[src/rtl/axi_cmd_master.sv]
// Single-outstanding AXI master: turns one local read/write command into one AXI
// transaction and returns the result on a valid/ready response port.
module axi_cmd_master #(
    parameter int ID_W    = 4,
    parameter int ADDR_W  = 32,
    parameter int DATA_W  = 32,
    parameter int TIMEOUT = 1024
) (
    input  logic                clk,
    input  logic                areset,
    input  logic                cmd_valid,
    output logic                cmd_ready,
    input  logic                cmd_write,
    input  logic [ID_W-1:0]     cmd_id,
    input  logic [ADDR_W-1:0]   cmd_addr,
    input  logic [DATA_W-1:0]   cmd_wdata,
    input  logic [DATA_W/8-1:0] cmd_wstrb,
    output logic                rsp_valid,
    input  logic                rsp_ready,
    output logic                rsp_write,
    output logic [ID_W-1:0]     rsp_id,
    output logic [DATA_W-1:0]   rsp_data,
    output logic [1:0]          rsp_resp,
    output logic [ID_W-1:0]     awid_o,
    output logic [ADDR_W-1:0]   awaddr_o,
    output logic                awvalid_o,
    input  logic                awready_i,
    output logic [ID_W-1:0]     wid_o,
    output logic [DATA_W-1:0]   wdata_o,
    output logic [DATA_W/8-1:0] wstrb_o,
    output logic                wlast_o,
    output logic                wvalid_o,
    input  logic                wready_i,
    input  logic [ID_W-1:0]     bid_i,
    input  logic [1:0]          bresp_i,
    input  logic                bvalid_i,
    output logic                bready_o,
    output logic [ID_W-1:0]     arid_o,
    output logic [ADDR_W-1:0]   araddr_o,
    output logic                arvalid_o,
    input  logic                arready_i,
    input  logic [ID_W-1:0]     rid_i,
    input  logic [DATA_W-1:0]   rdata_i,
    input  logic [DATA_W/8-1:0] rstrb_i,
    input  logic                rlast_i,
    input  logic                rvalid_i,
    output logic                rready_o
);
    localparam int STRB_W = DATA_W / 8;
    // Abort fires on the edge where the counter would reach TIMEOUT.
    localparam logic [15:0] TO_LAST = 16'((TIMEOUT > 0) ? TIMEOUT - 1 : 0);

    typedef enum logic [2:0] {IDLE, WR_REQ, WR_RESP, RD_REQ, RD_DATA, RSP} state_t;

    state_t              state, state_d;
    logic                aw_vld, aw_vld_d, w_vld, w_vld_d, ar_vld, ar_vld_d;
    logic                b_rdy, b_rdy_d, r_rdy, r_rdy_d;
    logic                wr_q, wr_d, wlast_q, wlast_d;
    logic [ID_W-1:0]     id_q, id_d;
    logic [ADDR_W-1:0]   addr_q, addr_d;
    logic [DATA_W-1:0]   wdata_q, wdata_d, rdat_q, rdat_d;
    logic [STRB_W-1:0]   wstrb_q, wstrb_d;
    logic [1:0]          resp_q, resp_d;
    logic [15:0]         wdog, wdog_d;
    logic                busy, expire, adv;

    logic unused_inputs;
    assign unused_inputs = ^{bid_i, rid_i, rstrb_i, rlast_i};

    assign busy   = (state == WR_REQ) || (state == WR_RESP) ||
                    (state == RD_REQ) || (state == RD_DATA);
    assign expire = (TIMEOUT != 0) && busy && (wdog == TO_LAST);

    always_comb begin
        state_d  = state;
        aw_vld_d = aw_vld;
        w_vld_d  = w_vld;
        ar_vld_d = ar_vld;
        b_rdy_d  = b_rdy;
        r_rdy_d  = r_rdy;
        wr_d     = wr_q;
        wlast_d  = wlast_q;
        id_d     = id_q;
        addr_d   = addr_q;
        wdata_d  = wdata_q;
        wstrb_d  = wstrb_q;
        rdat_d   = rdat_q;
        resp_d   = resp_q;
        wdog_d   = busy ? wdog + 16'd1 : wdog;
        adv      = 1'b0;
        case (state)
            IDLE: if (cmd_valid) begin
                wr_d    = cmd_write;
                id_d    = cmd_id;
                addr_d  = cmd_addr;
                wdata_d = cmd_wdata;
                wstrb_d = cmd_wstrb;
                wlast_d = cmd_write;
                wdog_d  = '0;
                if (cmd_write) begin
                    aw_vld_d = 1'b1;
                    w_vld_d  = 1'b1;
                    state_d  = WR_REQ;
                end else begin
                    ar_vld_d = 1'b1;
                    state_d  = RD_REQ;
                end
            end
            WR_REQ: begin
                if (aw_vld && awready_i) aw_vld_d = 1'b0;
                if (w_vld && wready_i)   w_vld_d  = 1'b0;
                // AW and W may complete in either order or together.
                if ((!aw_vld || awready_i) && (!w_vld || wready_i)) begin
                    b_rdy_d = 1'b1;
                    state_d = WR_RESP;
                    adv     = 1'b1;
                end
            end
            WR_RESP: if (bvalid_i) begin
                resp_d  = bresp_i;
                rdat_d  = '0;
                b_rdy_d = 1'b0;
                state_d = RSP;
                adv     = 1'b1;
            end
            RD_REQ: if (arready_i) begin
                ar_vld_d = 1'b0;
                r_rdy_d  = 1'b1;
                state_d  = RD_DATA;
                adv      = 1'b1;
            end
            RD_DATA: if (rvalid_i) begin
                rdat_d  = rdata_i;
                resp_d  = 2'b00;
                r_rdy_d = 1'b0;
                state_d = RSP;
                adv     = 1'b1;
            end
            RSP: if (rsp_ready) state_d = IDLE;
            default: state_d = IDLE;
        endcase
        // A completing handshake in the expiry cycle takes priority over the abort.
        if (expire && !adv) begin
            aw_vld_d = 1'b0;
            w_vld_d  = 1'b0;
            ar_vld_d = 1'b0;
            b_rdy_d  = 1'b0;
            r_rdy_d  = 1'b0;
            resp_d   = 2'b11;
            rdat_d   = '0;
            state_d  = RSP;
        end
    end

    always_ff @(posedge clk) begin
        if (areset) begin
            state   <= IDLE;
            aw_vld  <= 1'b0;
            w_vld   <= 1'b0;
            ar_vld  <= 1'b0;
            b_rdy   <= 1'b0;
            r_rdy   <= 1'b0;
            wr_q    <= 1'b0;
            wlast_q <= 1'b0;
            id_q    <= '0;
            addr_q  <= '0;
            wdata_q <= '0;
            wstrb_q <= '0;
            rdat_q  <= '0;
            resp_q  <= '0;
            wdog    <= '0;
        end else begin
            state   <= state_d;
            aw_vld  <= aw_vld_d;
            w_vld   <= w_vld_d;
            ar_vld  <= ar_vld_d;
            b_rdy   <= b_rdy_d;
            r_rdy   <= r_rdy_d;
            wr_q    <= wr_d;
            wlast_q <= wlast_d;
            id_q    <= id_d;
            addr_q  <= addr_d;
            wdata_q <= wdata_d;
            wstrb_q <= wstrb_d;
            rdat_q  <= rdat_d;
            resp_q  <= resp_d;
            wdog    <= wdog_d;
        end
    end

    assign cmd_ready = (state == IDLE);
    assign rsp_valid = (state == RSP);
    assign rsp_write = wr_q;
    assign rsp_id    = id_q;
    assign rsp_data  = rdat_q;
    assign rsp_resp  = resp_q;
    assign awid_o    = id_q;
    assign awaddr_o  = addr_q;
    assign awvalid_o = aw_vld;
    assign wid_o     = id_q;
    assign wdata_o   = wdata_q;
    assign wstrb_o   = wstrb_q;
    assign wlast_o   = wlast_q;
    assign wvalid_o  = w_vld;
    assign bready_o  = b_rdy;
    assign arid_o    = id_q;
    assign araddr_o  = addr_q;
    assign arvalid_o = ar_vld;
    assign rready_o  = r_rdy;
endmodule

[config.mk]
export PLATFORM = sky130hd
export DESIGN_NAME = axi_cmd_master
export DESIGN_NICKNAME = d
export VERILOG_FILES = /design/src/rtl/axi_cmd_master.sv
export SDC_FILE = /design/constraint.sdc
export NUM_CORES = 1
export LEC_CHECK = 0
export CAP_MARGIN = 20
export CORE_UTILIZATION = 36
export DETAILED_ROUTE_END_ITERATION = 6
export GPL_ROUTABILITY_DRIVEN = 0
export PLACE_DENSITY_LB_ADDON = 0.08
export SLEW_MARGIN = 20
export SYNTH_ARGS = -nofsm -noshare
export SYNTH_HDL_FRONTEND = slang
export SYNTH_SLANG_ARGS = --single-unit
[constraint.sdc]
create_clock -name clk -period 1.8 [get_ports clk]
set_input_delay 0.18 -clock clk [delete_from_list [all_inputs] [get_ports clk]]
set_output_delay 0.18 -clock clk [all_outputs]
set_load 0.005 [all_outputs]
=== Word-level counts from Yosys, hierarchy flattened ===
Index checks and enable logic that the tools add are counted.

* Add/sub/neg operators: 1
* Equality and inequality tests: 22
* Mux-type cells: 40
* Reduce and logical (&&, ||, !) cells: 31

{| class="wikitable"
|+ Operators with widths
! operator !! number
|-
| $mux 32 || 2
|-
| $pmux 32 s2 || 1
|-
| $mux 16 || 3
|-
| $mux 3 || 7
|-
| $pmux 3 s6 || 1
|-
| $add 16x1->16 const B || 1
|-
| $eq 16x10->1 const B || 1
|-
| $mux 1 || 15
|-
| $ne 3x2->1 const B || 4
|-
| $reduce_and 3->1 || 4
|-
| $reduce_and 4->1 || 3
|-
| $reduce_and 6->1 || 2
|-
| $ne 2x1->1 const B || 5
|-
| $ne 2x2->1 const B || 5
|-
| $pmux 1 s2 || 5
|-
| $reduce_bool 2->1 || 5
|-
| $mux 2 || 4
|-
| $eq 3x2->1 const B || 2
|-
| $eq 3x3->1 const B || 2
|-
| $ne 3x1->1 const B || 2
|-
| $logic_and 1x1->1 || 5
|-
| $logic_or 1x1->1 || 5
|-
| $pmux 1 s4 || 1
|-
| $pmux 2 s2 || 1
|-
| other kinds (6) || 8
|}

* Bits in registers: 131
* Input port bits: 129
* Output and inout bits: 159
* Logic and storage cells: 109

=== Depth between registers and ports, before layout ===
Gate-level depths: netlist of the first run.

* Depth after elaboration: 9
* Depth in mapped cells: 8
* Depth with buffers taken out: 5

=== Least setup slack after synthesis of the first run ===
No wires, ideal clock.

* Path kind: reg2reg
* Start point: register state[0]
* End point: register ar_vld (netlist: arvalid_o)
* Library setup time: 0.088 ns
* Arrival: 1.707 ns
* Required time: 1.712 ns
* Setup slack: 0.005 ns
* Cell stages (with the launch flop): 7
* Path buffers: 2
* Period minus slack after synthesis: 1.795 ns
* Cells stage by stage: dfxtp_1 buf_4 or3b_1 o32a_1 a41o_1 buf_6 a311oi_2

* Longest elaborated chain between the ends: 7
* Elaborated cells on any way between the ends: 19
* Classes of those cells: eq/ne: 7; mux: 2; reduce/logical: 10

{| class="wikitable"
|+ RTL lines
! item !! line !! source
|-
| start, declared || 55 || <nowiki>state_t state, state_d;</nowiki>
|-
| start signal, assigned || 173 || <nowiki>state <= state_d;</nowiki>
|-
| branches (longest 7 deep; another with $pmux 1 s4) || n/a ||
|-
| end signal, assigned || 176 || <nowiki>ar_vld <= ar_vld_d;</nowiki>
|-
| end, declared || 56 || <nowiki>logic aw_vld, aw_vld_d, w_vld, w_vld_d, ar_vld, ar_vld_d;</nowiki>
|}

Several ways; the timed one is not identified.
A chain may end at the register's enable or synchronous reset.

=== Worst setup path after layout of the first run ===
* Start point: register state[1]
* End point: register rdat_q[28] (netlist: rsp_data[28])

* Longest elaborated chain between the ends: 7
* Elaborated cells on any way between the ends: 17
* Classes of those cells: eq/ne: 6; mux: 2; reduce/logical: 9

{| class="wikitable"
|+ RTL lines
! item !! line !! source
|-
| branches (longest 7 deep; another with $pmux 1 s4) || n/a ||
|-
| end signal, assigned || 185 || <nowiki>rdat_q <= rdat_d;</nowiki>
|-
| end, declared || 61 || <nowiki>logic [DATA_W-1:0] wdata_q, wdata_d, rdat_q, rdat_d;</nowiki>
|}

Several ways; the timed one is not identified.

==> impl_metrics.env, run 1 <==
export IMPL_grt_pass1_wl_mm=26.1
export IMPL_initial_core_util_pct=37.4
export IMPL_fin_tns_setup_ps=-229
export IMPL_clock_latency_ps=420
export IMPL_start_kind="register"
export IMPL_cts_root_buf="clkbuf_16"
export IMPL_dpl_worst_slack_ps=-257
export IMPL_path_class="reg -> reg"
export IMPL_ys_seq_area_share_pct=47.5
export IMPL_cts_tree="yes"
export IMPL_wl_mm=17.7
export IMPL_vias=5461
export IMPL_ctsHoldBuffers=0
export IMPL_endpoint="rsp_data[28]"
export IMPL_async_flop_share_pct=0
export IMPL_dieHeight_um=126
export IMPL_r2r_end="rsp_data[28]"
export IMPL_grt_max_degree=76
export IMPL_grt_total_usage_pct=20.9
export IMPL_vias_per_cell=4.94
export IMPL_die_x_um=126
export IMPL_min_period_over_period_pct=102
export IMPL_grt_pass1_vias=5114
export IMPL_synthTopCellsByCount="nand2_1, dfxtp_1, a21oi_1"
export IMPL_path_depth=5
export IMPL_skew_ps=6.85
export IMPL_grt_overflow=0
export IMPL_nets=1039
export IMPL_final_core_util_pct=64.7
export IMPL_crit_buf_inv=1
export IMPL_worst_slack_ps=-39.2
export IMPL_drv_cap=0
export IMPL_clkSlewWorstSetupHoldPaths_ps=60
export IMPL_slew_headroom_pct=42.0
export IMPL_wl_per_cell_um=16.0
export IMPL_power_leakage_nw=3.38
export IMPL_power_density_mw_per_mm2=1260
export IMPL_remaining_drc_errors=0
export IMPL_period_needed_ps=1840
export IMPL_ys_ff_latch=131
export IMPL_area_delta_synth_final_pct=73.0
export IMPL_critPathArrivalTime_ps=2180
export IMPL_yosysWarnings=0
export IMPL_violations="setup timing"
export IMPL_core_area_mm2=0.0148
export IMPL_drt_first_iter_violations=329
export IMPL_cp_required_ps=2140
export IMPL_antenna_found_initial=1
export IMPL_crit_slowest_cell="or3b_4"
export IMPL_instances_no_fill=1105
export IMPL_yosysTopAreaCell="dfxtp_1"
export IMPL_drive_gt1_share_pct=16.5
export IMPL_reg2regPathDepth=5
export IMPL_synth_edf_count=0
export IMPL_rows=44
export IMPL_cpPeakStageDelay_ps=400
export IMPL_worstPathMaxFanout=7
export IMPL_cts_buffers=17
export IMPL_hold_class="in -> reg"
export IMPL_max_freq_ghz=0.544
export IMPL_synth_cells=656
export IMPL_synth_area_mm2=0.00552
export IMPL_portBuffers=274
export IMPL_crit_family="compound AO/OA/AOI/OAI gates"
export IMPL_finalSetupViolations=12
export IMPL_ant_nets=0
export IMPL_ios=288
export IMPL_worst_slew_pin_slew_ps=870
export IMPL_htree_levels=4
export IMPL_avgSynthCellArea_um2=8.41
export IMPL_vdd_drop_max_v=0.000786
export IMPL_cp_end_kind="register"
export IMPL_dp_cells=1059
export IMPL_holdCritStartpoint="areset"
export IMPL_cts_path_max_buffers=2
export IMPL_p_total_w=0.0120
export IMPL_die_area_mm2=0.0158
export IMPL_first_pass_iters=4
export IMPL_reg2reg_setup_slack_ps=-40
export IMPL_maxSlewViolCount=0
export IMPL_reg2reg_from="state[1]"
export IMPL_status="finished, violations left"
export IMPL_yosysUniqueCellTypes=48
export IMPL_hpwl_mm=12.1
export IMPL_hold_viol=0
export IMPL_cts_sinks=131
export IMPL_synth_area_top_cells="dfxtp_1, nand2_1, a21oi_1"
export IMPL_synth_most_common_cell="nand2_1"
export IMPL_synth_main_ff_cell="dfxtp_1"
export IMPL_rsz0062_at_grt="yes"
export IMPL_crit_chain="or3b_4 > o32a_1 > a41o_4 > clkbuf_16 > nor3_4"
export IMPL_yosysTopAreaCellShare_pct=47.5
export IMPL_synth_fp_nets=786
export IMPL_cp_startpoint="state[1]"
where the power goes:
part           internal [W]  total (W)  switching [W]
clock               0.00224    0.00345        0.00120
sequential          0.00338    0.00371       0.000328
combinational       0.00273    0.00488        0.00215
total               0.00836     0.0120        0.00368
flip-flops by register name, indices dropped and copies added (netlist names):
name,flops
araddr_o,32
arid_o,4
arvalid_o,1
awvalid_o,1
bready_o,1
rready_o,1
rsp_data,32
rsp_resp,2
state,3
wdata_o,32
wdog,16
wlast_o,1
wstrb_o,4
wvalid_o,1
cells by family after synthesis:
| kind of cell | share of synthesized area (%) |
|---|---|
| muxes | 6.35 |
| DFF | 47.5 |
| xor gates and xnor gates | 0.794 |
| buffers and inverters | 10.2 |
| and+or+nand+nor | 22.4 |
| adders and majority gates | 0.227 |
| AOI/OAI and AO/OA | 12.5 |
cell type report:
class                      instances  area, um^2
clock inverter                     4        70.1
sequential                       131        2630
clock buffer                      26         519
fill                            1195        5210
inverter                           7        28.8
multi-input combinational        431        2760
antenna                            1        2.50
tap                              184         230
timing repair buffer             321        3300
placed cells by master, fill, tap and decap left out, types with 3 or more instances in the layout:
master	instances
clkdlybuf4s50_1	271
nand2_1	153
dfxtp_1	127
a21oi_1	69
buf_4	28
mux2i_1	25
and2_1	23
nor2_1	22
clkbuf_16	22
a21oi_2	16
nor3_4	8
buf_12	8
nand4_1	7
o21ai_0	7
inv_1	6
o31ai_1	6
nor3_2	6
mux2i_2	6
clkbuf_8	6
buf_6	6
nor2_2	5
or3_1	5
a31oi_1	5
or4_1	5
mux2i_4	4
dfxtp_2	4
nor2b_1	3
nand2b_1	3
or4_4	3
nand3_1	3
xnor2_1	3
clkbuf_1	3
per-stage QoR:
step,hold slack (ps),cell area (um^2)
final,76.2,9540
after global routing,96.3,9540
after CTS,62.9,8940
after detailed placement,447,8310
after global placement,443,8310
after floorplan,300,5520
layer usage:
layer | share of wire (%) | track usage (%)
met1 | 40 | 23.3
met2 | 51 | 37.1
met3 | 6.8 | 6.41
met4 | 2.6 | 8.01
met5 | 0 | 0
repair_timing:
| item | CTS | global route |
|---|---|---|
| pin swaps | 0 | 29 |
| setup endpoints to repair | 47 | 79 |
| setup buffers | 1 | 8 |
| gates cloned | 0 | 6 |
| resized for setup | 14 | 87 |
worst min-delay path by stage:
stage / end / slack, ps / depth (start not counted)
2_1_floorplan: arvalid_o / 300 / 1
3_3_place_gp: wstrb_o[3] / 440 / 2
3_5_place_dp: wdata_o[21] / 450 / 2
4_1_cts: state[2] / 60 / 2
5_1_grt: state[2] / 100 / 2
6_report: state[2] / 80 / 2
(Power assumes the default switching activity.)
==> inputs of run 2 (changes only) <==
- CORE_UTILIZATION: 36 -> 45
- DONT_BUFFER_PORTS: not set -> 1
- SETUP_SLACK_MARGIN: not set -> 0.15
- clock period: 1.8 -> 1.45 ns (I/O delays scaled with it)
==> impl_metrics.env, run 2 (same netlist as run 1, synthesis figures left out) <==
export IMPL_violations="hold timing, setup timing"
export IMPL_wl_per_cell_um=20.4
export IMPL_n_antenna_cell=0
export IMPL_reg2regPathDepth=10
export IMPL_rsz0062_at_grt="yes"
export IMPL_whs_ps=-216
export IMPL_cp_startpoint="state[2]"
export IMPL_crit_chain="buf_6 > or3_4 > buf_6 > inv_6 > and2_4 > buf_12 > buf_12 > buf_16 > nand2_1 > a21oi_1"
export IMPL_maxSlewViolCount=0
export IMPL_dieHeight_um=113
export IMPL_layout_common_cells="dfxtp_1, nand2_1, a21oi_2"
export IMPL_antenna_found_initial=0
export IMPL_worstPathMaxFanout=8
export IMPL_share_seq_of_total_power_pct=28.8
export IMPL_grt_total_usage_pct=25.9
export IMPL_switchingPower_w=0.00557
export IMPL_dpl_worst_slack_ps=-379
export IMPL_cts_root_buf="clkbuf_16"
export IMPL_portBuffers=0
export IMPL_grt_overflow=0
export IMPL_grt_max_degree=81
export IMPL_start_kind="register"
export IMPL_clkSlewWorstSetupHoldPaths_ps=60
export IMPL_rows=40
export IMPL_endpoint="wdata_o[31]"
export IMPL_min_period_over_period_pct=130
export IMPL_cts_sinks=131
export IMPL_cts_buffers=17
export IMPL_skew_ps=4.82
export IMPL_hold_viol=77
export IMPL_final_core_util_pct=70.4
export IMPL_drt_first_iter_violations=265
export IMPL_hold_class="in -> reg"
export IMPL_area_delta_synth_final_pct=52.7
export IMPL_htree_levels=4
export IMPL_grt_pass1_wl_mm=25.2
export IMPL_cp_required_ps=1790
export IMPL_core_area_mm2=0.0120
export IMPL_clock_latency_ps=410
export IMPL_combPwrFrac_pct=43.6
export IMPL_worst_slack_ps=-434
export IMPL_power_internal_w=0.0114
export IMPL_wl_mm=17.9
export IMPL_die_area_mm2=0.0127
export IMPL_worst_slew_pin_slew_ps=487
export IMPL_final_common_cell="dfxtp_1"
export IMPL_nets=847
export IMPL_drive_gt1_share_pct=41.1
export IMPL_cts_path_max_buffers=2
export IMPL_ant_nets=0
export IMPL_first_pass_iters=5
export IMPL_reg2reg_from="state[2]"
export IMPL_critPathArrivalTime_ps=2230
export IMPL_grt_pass1_vias=4818
export IMPL_remaining_drc_errors=0
export IMPL_drv_cap=0
export IMPL_vias=5035
export IMPL_cpPeakStageDelay_ps=400
export IMPL_ctsHoldBuffers=21
export IMPL_ios=288
export IMPL_status="finished, violations left"
export IMPL_cts_tree="yes"
export IMPL_vdd_drop_max_v=0.000818
export IMPL_r2r_end="wdata_o[31]"
export IMPL_crit_slowest_cell="or3_4"
export IMPL_finalSetupViolations=133
export IMPL_power_leakage_nw=3.23
export IMPL_nFillCells=855
export IMPL_initial_core_util_pct=46.1
export IMPL_crit_family="buffers and inverters"
export IMPL_reg2reg_setup_slack_ps=-430
export IMPL_path_class="reg -> reg"
export IMPL_period_needed_ps=1880
export IMPL_place_area_mm2=0.00570
export IMPL_die_x_um=113
export IMPL_design_area_mm2=0.00842
export IMPL_hpwl_mm=9.65
export IMPL_crit_buf_inv=6
export IMPL_path_depth=10
export IMPL_max_freq_ghz=0.531
export IMPL_vias_per_cell=5.74
export IMPL_netSwitchingFraction_pct=32.8
export IMPL_slew_headroom_pct=67.5
export IMPL_power_density_mw_per_mm2=2020
export IMPL_cp_end_kind="register"
export IMPL_clkPwrFrac_pct=27.6
## run 2: area by class of cell
| type | count | area [um^2] | area share, % |
|---|---|---|---|
| repair buffers | 127 | 1720 | 20.4 |
| clock buffers | 24 | 502 | 5.96 |
| clock inverters | 8 | 146 | 1.74 |
| multi-input cells | 433 | 3220 | 38.2 |
| well taps | 147 | 184 | 2.18 |
| inverters | 7 | 31.3 | 0.371 |
| flip-flops and latches | 131 | 2630 | 31.2 |
## run 2: power groups by stage
| stage | registers (W) | clock network, W | logic [W] |
|---|---|---|---|
| floorplan | 0.00466 | 0 | 0.00297 |
| finish | 0.00488 | 0.00469 | 0.00741 |
| detailed placement | 0.00487 | 0 | 0.00345 |
| global placement | 0.00486 | 0 | 0.00336 |
| global route | 0.00493 | 0.00494 | 0.00778 |
| CTS | 0.00483 | 0.00472 | 0.00633 |
## run 2: worst min path at each step
stage              start     endpoint  slack, ps  cells after the start
3_5_place_dp      areset  wdata_o[18]        220                      1
2_1_floorplan  arready_i    arvalid_o        260                      1
5_1_grt           areset  wdata_o[18]       -240                      1
6_report          areset  wdata_o[10]       -220                      1
3_3_place_gp      areset  araddr_o[7]        220                      1
4_1_cts           areset   wdata_o[2]       -220                      1
## run 2: timing repair
item	CTS	global route
cloned	17	8
pin swaps	52	81
gates resized for setup	125	120
endpoints found under the hold margin	98	77
setup endpoints to repair	133	133
buffers inserted	26	6
## run 2: worst reg2reg max path, cell delays in order (launching register included)
cell     delay [ps]
dfxtp_2         330
buf_6           120
or3_4           400
buf_6           150
inv_6            60
and2_4          170
buf_12          140
buf_12          110
buf_16          140
nand2_1          80
a21oi_1         140
## run 2: per-stage QoR
step / power, W / std cells / hold WS [ps] / TNS, ps
global placement: 0.00822 / 767 / 221 / -34140
detailed placement: 0.00832 / 767 / 222 / -37550
CTS: 0.0159 / 863 / -223 / -38530
finish: 0.0170 / 877 / -216 / -43340
global route: 0.0177 / 877 / -236 / -49520
floorplan: 0.00764 / 656 / 264 / -17160
## run 2: layer usage
layer / part of all wire, % / wire (um) / GRT usage [%] / up-vias
met2: 54 / 9610 / 47.1 / 250
met5: 0 / 0 / 0 / -
li1: - / - / - / 2311
met4: 1.9 / 343 / 10.5 / 0
met3: 7.3 / 1300 / 8.30 / 34
met1: 37 / 6630 / 27.7 / 2440
==> RTL edit: new RTL, settings of run 2 <==
Re-encode `state_t` (6 states) as Gray code, 3 bits wide.
--- a/src/rtl/axi_cmd_master.sv
+++ b/src/rtl/axi_cmd_master.sv
@@ -52,3 +52,3 @@
 
-    typedef enum logic [2:0] {IDLE, WR_REQ, WR_RESP, RD_REQ, RD_DATA, RSP} state_t;
+    typedef enum logic [2:0] {IDLE = 3'b000, WR_REQ = 3'b001, WR_RESP = 3'b011, RD_REQ = 3'b010, RD_DATA = 3'b110, RSP = 3'b111} state_t;
 
Formal check against the unedited RTL: same outputs for any inputs over 4 cycles, from zero or initial values and one cycle with areset high; so few cycles prove little.
==> RTL edit against run 2 <==
The run still ends with negative hold slack, negative setup slack left. Combinational power shrank 29%. Power fell by 18%. Critical path type unchanged. Setup slack better by 56 ps. Synthesized area fell by 4.4%. Sequential share of layout area up 2.6 points. Final cell count rose by 1.7%. Sequential cell count unchanged. Clock skew barely moved. Global-route usage decreased by 0.24 points. Wire length is 6.8% lower. Sequential power fell by 3%. Critical path depth fell by 2. Design area shrank 7.4%. Maximum frequency is 3.1% higher.
==> RTL edit: results (changes against run 2) <==
stage	metric	value	unit	change
run_status	status	finished, violations left		unchanged
run_status	violations	negative hold slack, negative setup slack		unchanged
timing	timing.final.ws_setup	-378	ps	was -434 ps
layout	fin_nets	869		was 847
detailed_routing	route.met3.wl	1.11	mm	was 1.30 mm
layout	seq-cell-share	33.8	%	was 31.2%
worst_setup_path	r2r_cells	8		was 10
clocking	hold_buffers	36		was 21
layout	inverters_excl_clock	8		was 7
layout	area_share_clock_buf_inv	6.75	%	was 7.69%
global_route	grtUsageTotal	25.7	%	was 25.9%
synth	synth_top_cells_by_count	nand2_1 (206), dfxtp_1 (131), a21oi_1 (121), buf_4 (47), nand3_1 (24)		was nand2_1 (154), dfxtp_1 (131), a21oi_1 (85), buf_4 (46), mux2i_1 (35)
layout	nMultiInputCombCells	443		was 433
worst_setup_path	crit_end	rsp_data[19]		was wdata_o[31]
layout	buffers	138		was 127
timing	hold_viol_final	78		was 77
synth	netlist-cell-type-count	43		was 48
detailed_routing	drtIter0Drc	307		was 265
synth	syn_nets	795		was 786
timing	setup_viol	132		was 133
timing	fin_worst_skew	4.55	ps	was 4.82 ps
synth	synth_area_leaders	dfxtp_1 (50%), nand2_1 (15%), a21oi_1 (11%)		was dfxtp_1 (48%), nand2_1 (10%), a21oi_1 (7.7%)
min_path	min_to	wdata_o[20]		was wdata_o[10]
worst_setup_path	crit_slowest_cell	or4_4		was or3_4
timing	fin_tns_setup	-36390	ps	was -43,340 ps
worst_setup_path	worstPathMaxFanout	12		was 8
global_route	grt_pass1_wl	23.0	mm	was 25.2 mm
timing	timing.hold.ws	-212	ps	was -216 ps
power	power.density	1770	mW/mm²	was 2020 mW/mm²
detailed_routing	dr_wl_met2	8.58	mm	was 9.61 mm
place	pre_cts_slack	-354	ps	was -379 ps
layout	drive_above_1_share	36.7	%	was 41.1%
place	dpl_cell_area	0.00546	mm²	was 0.00570 mm²
timing	worst_pin_slew	438	ps	was 487 ps
## RTL edit: power breakdown
part | leakage [µW] | total [µW] | switching (µW) | internal (µW)
logic | 0.00161 | 5230 | 2390 | 2840
registers | 0.00107 | 4720 | 611 | 4110
clock network | 0.000252 | 3890 | 1480 | 2410
total | 0.00294 | 13800 | 4490 | 9360
## RTL edit: cells by family (layout without fill, tap and decap cells)
kind of cell	Yosys count	after routing	share of synthesized area [%]
muxes	2	2	0.380
buffers and inverters	93	175	10.5
and+or+nand+nor	284	285	22.6
xor gates and xnor gates	11	11	1.83
adders and majority gates	1	1	0.237
DFF	131	131	49.8
AOI/OAI and AO/OA	143	144	14.7
## RTL edit: repair_timing
action	CTS	global route
resized for setup	55	134
cloned	14	7
hold endpoints to repair	114	78
setup buffers	22	8
endpoints found under the setup margin	133	133
pin swaps	19	19
## RTL edit: per-stage QoR
stage	util [%]	instances
floorplan	-	665
global route	68.3	892
finish	68.3	892
global placement	47.8	776
CTS	62.5	877
detailed placement	47.8	776
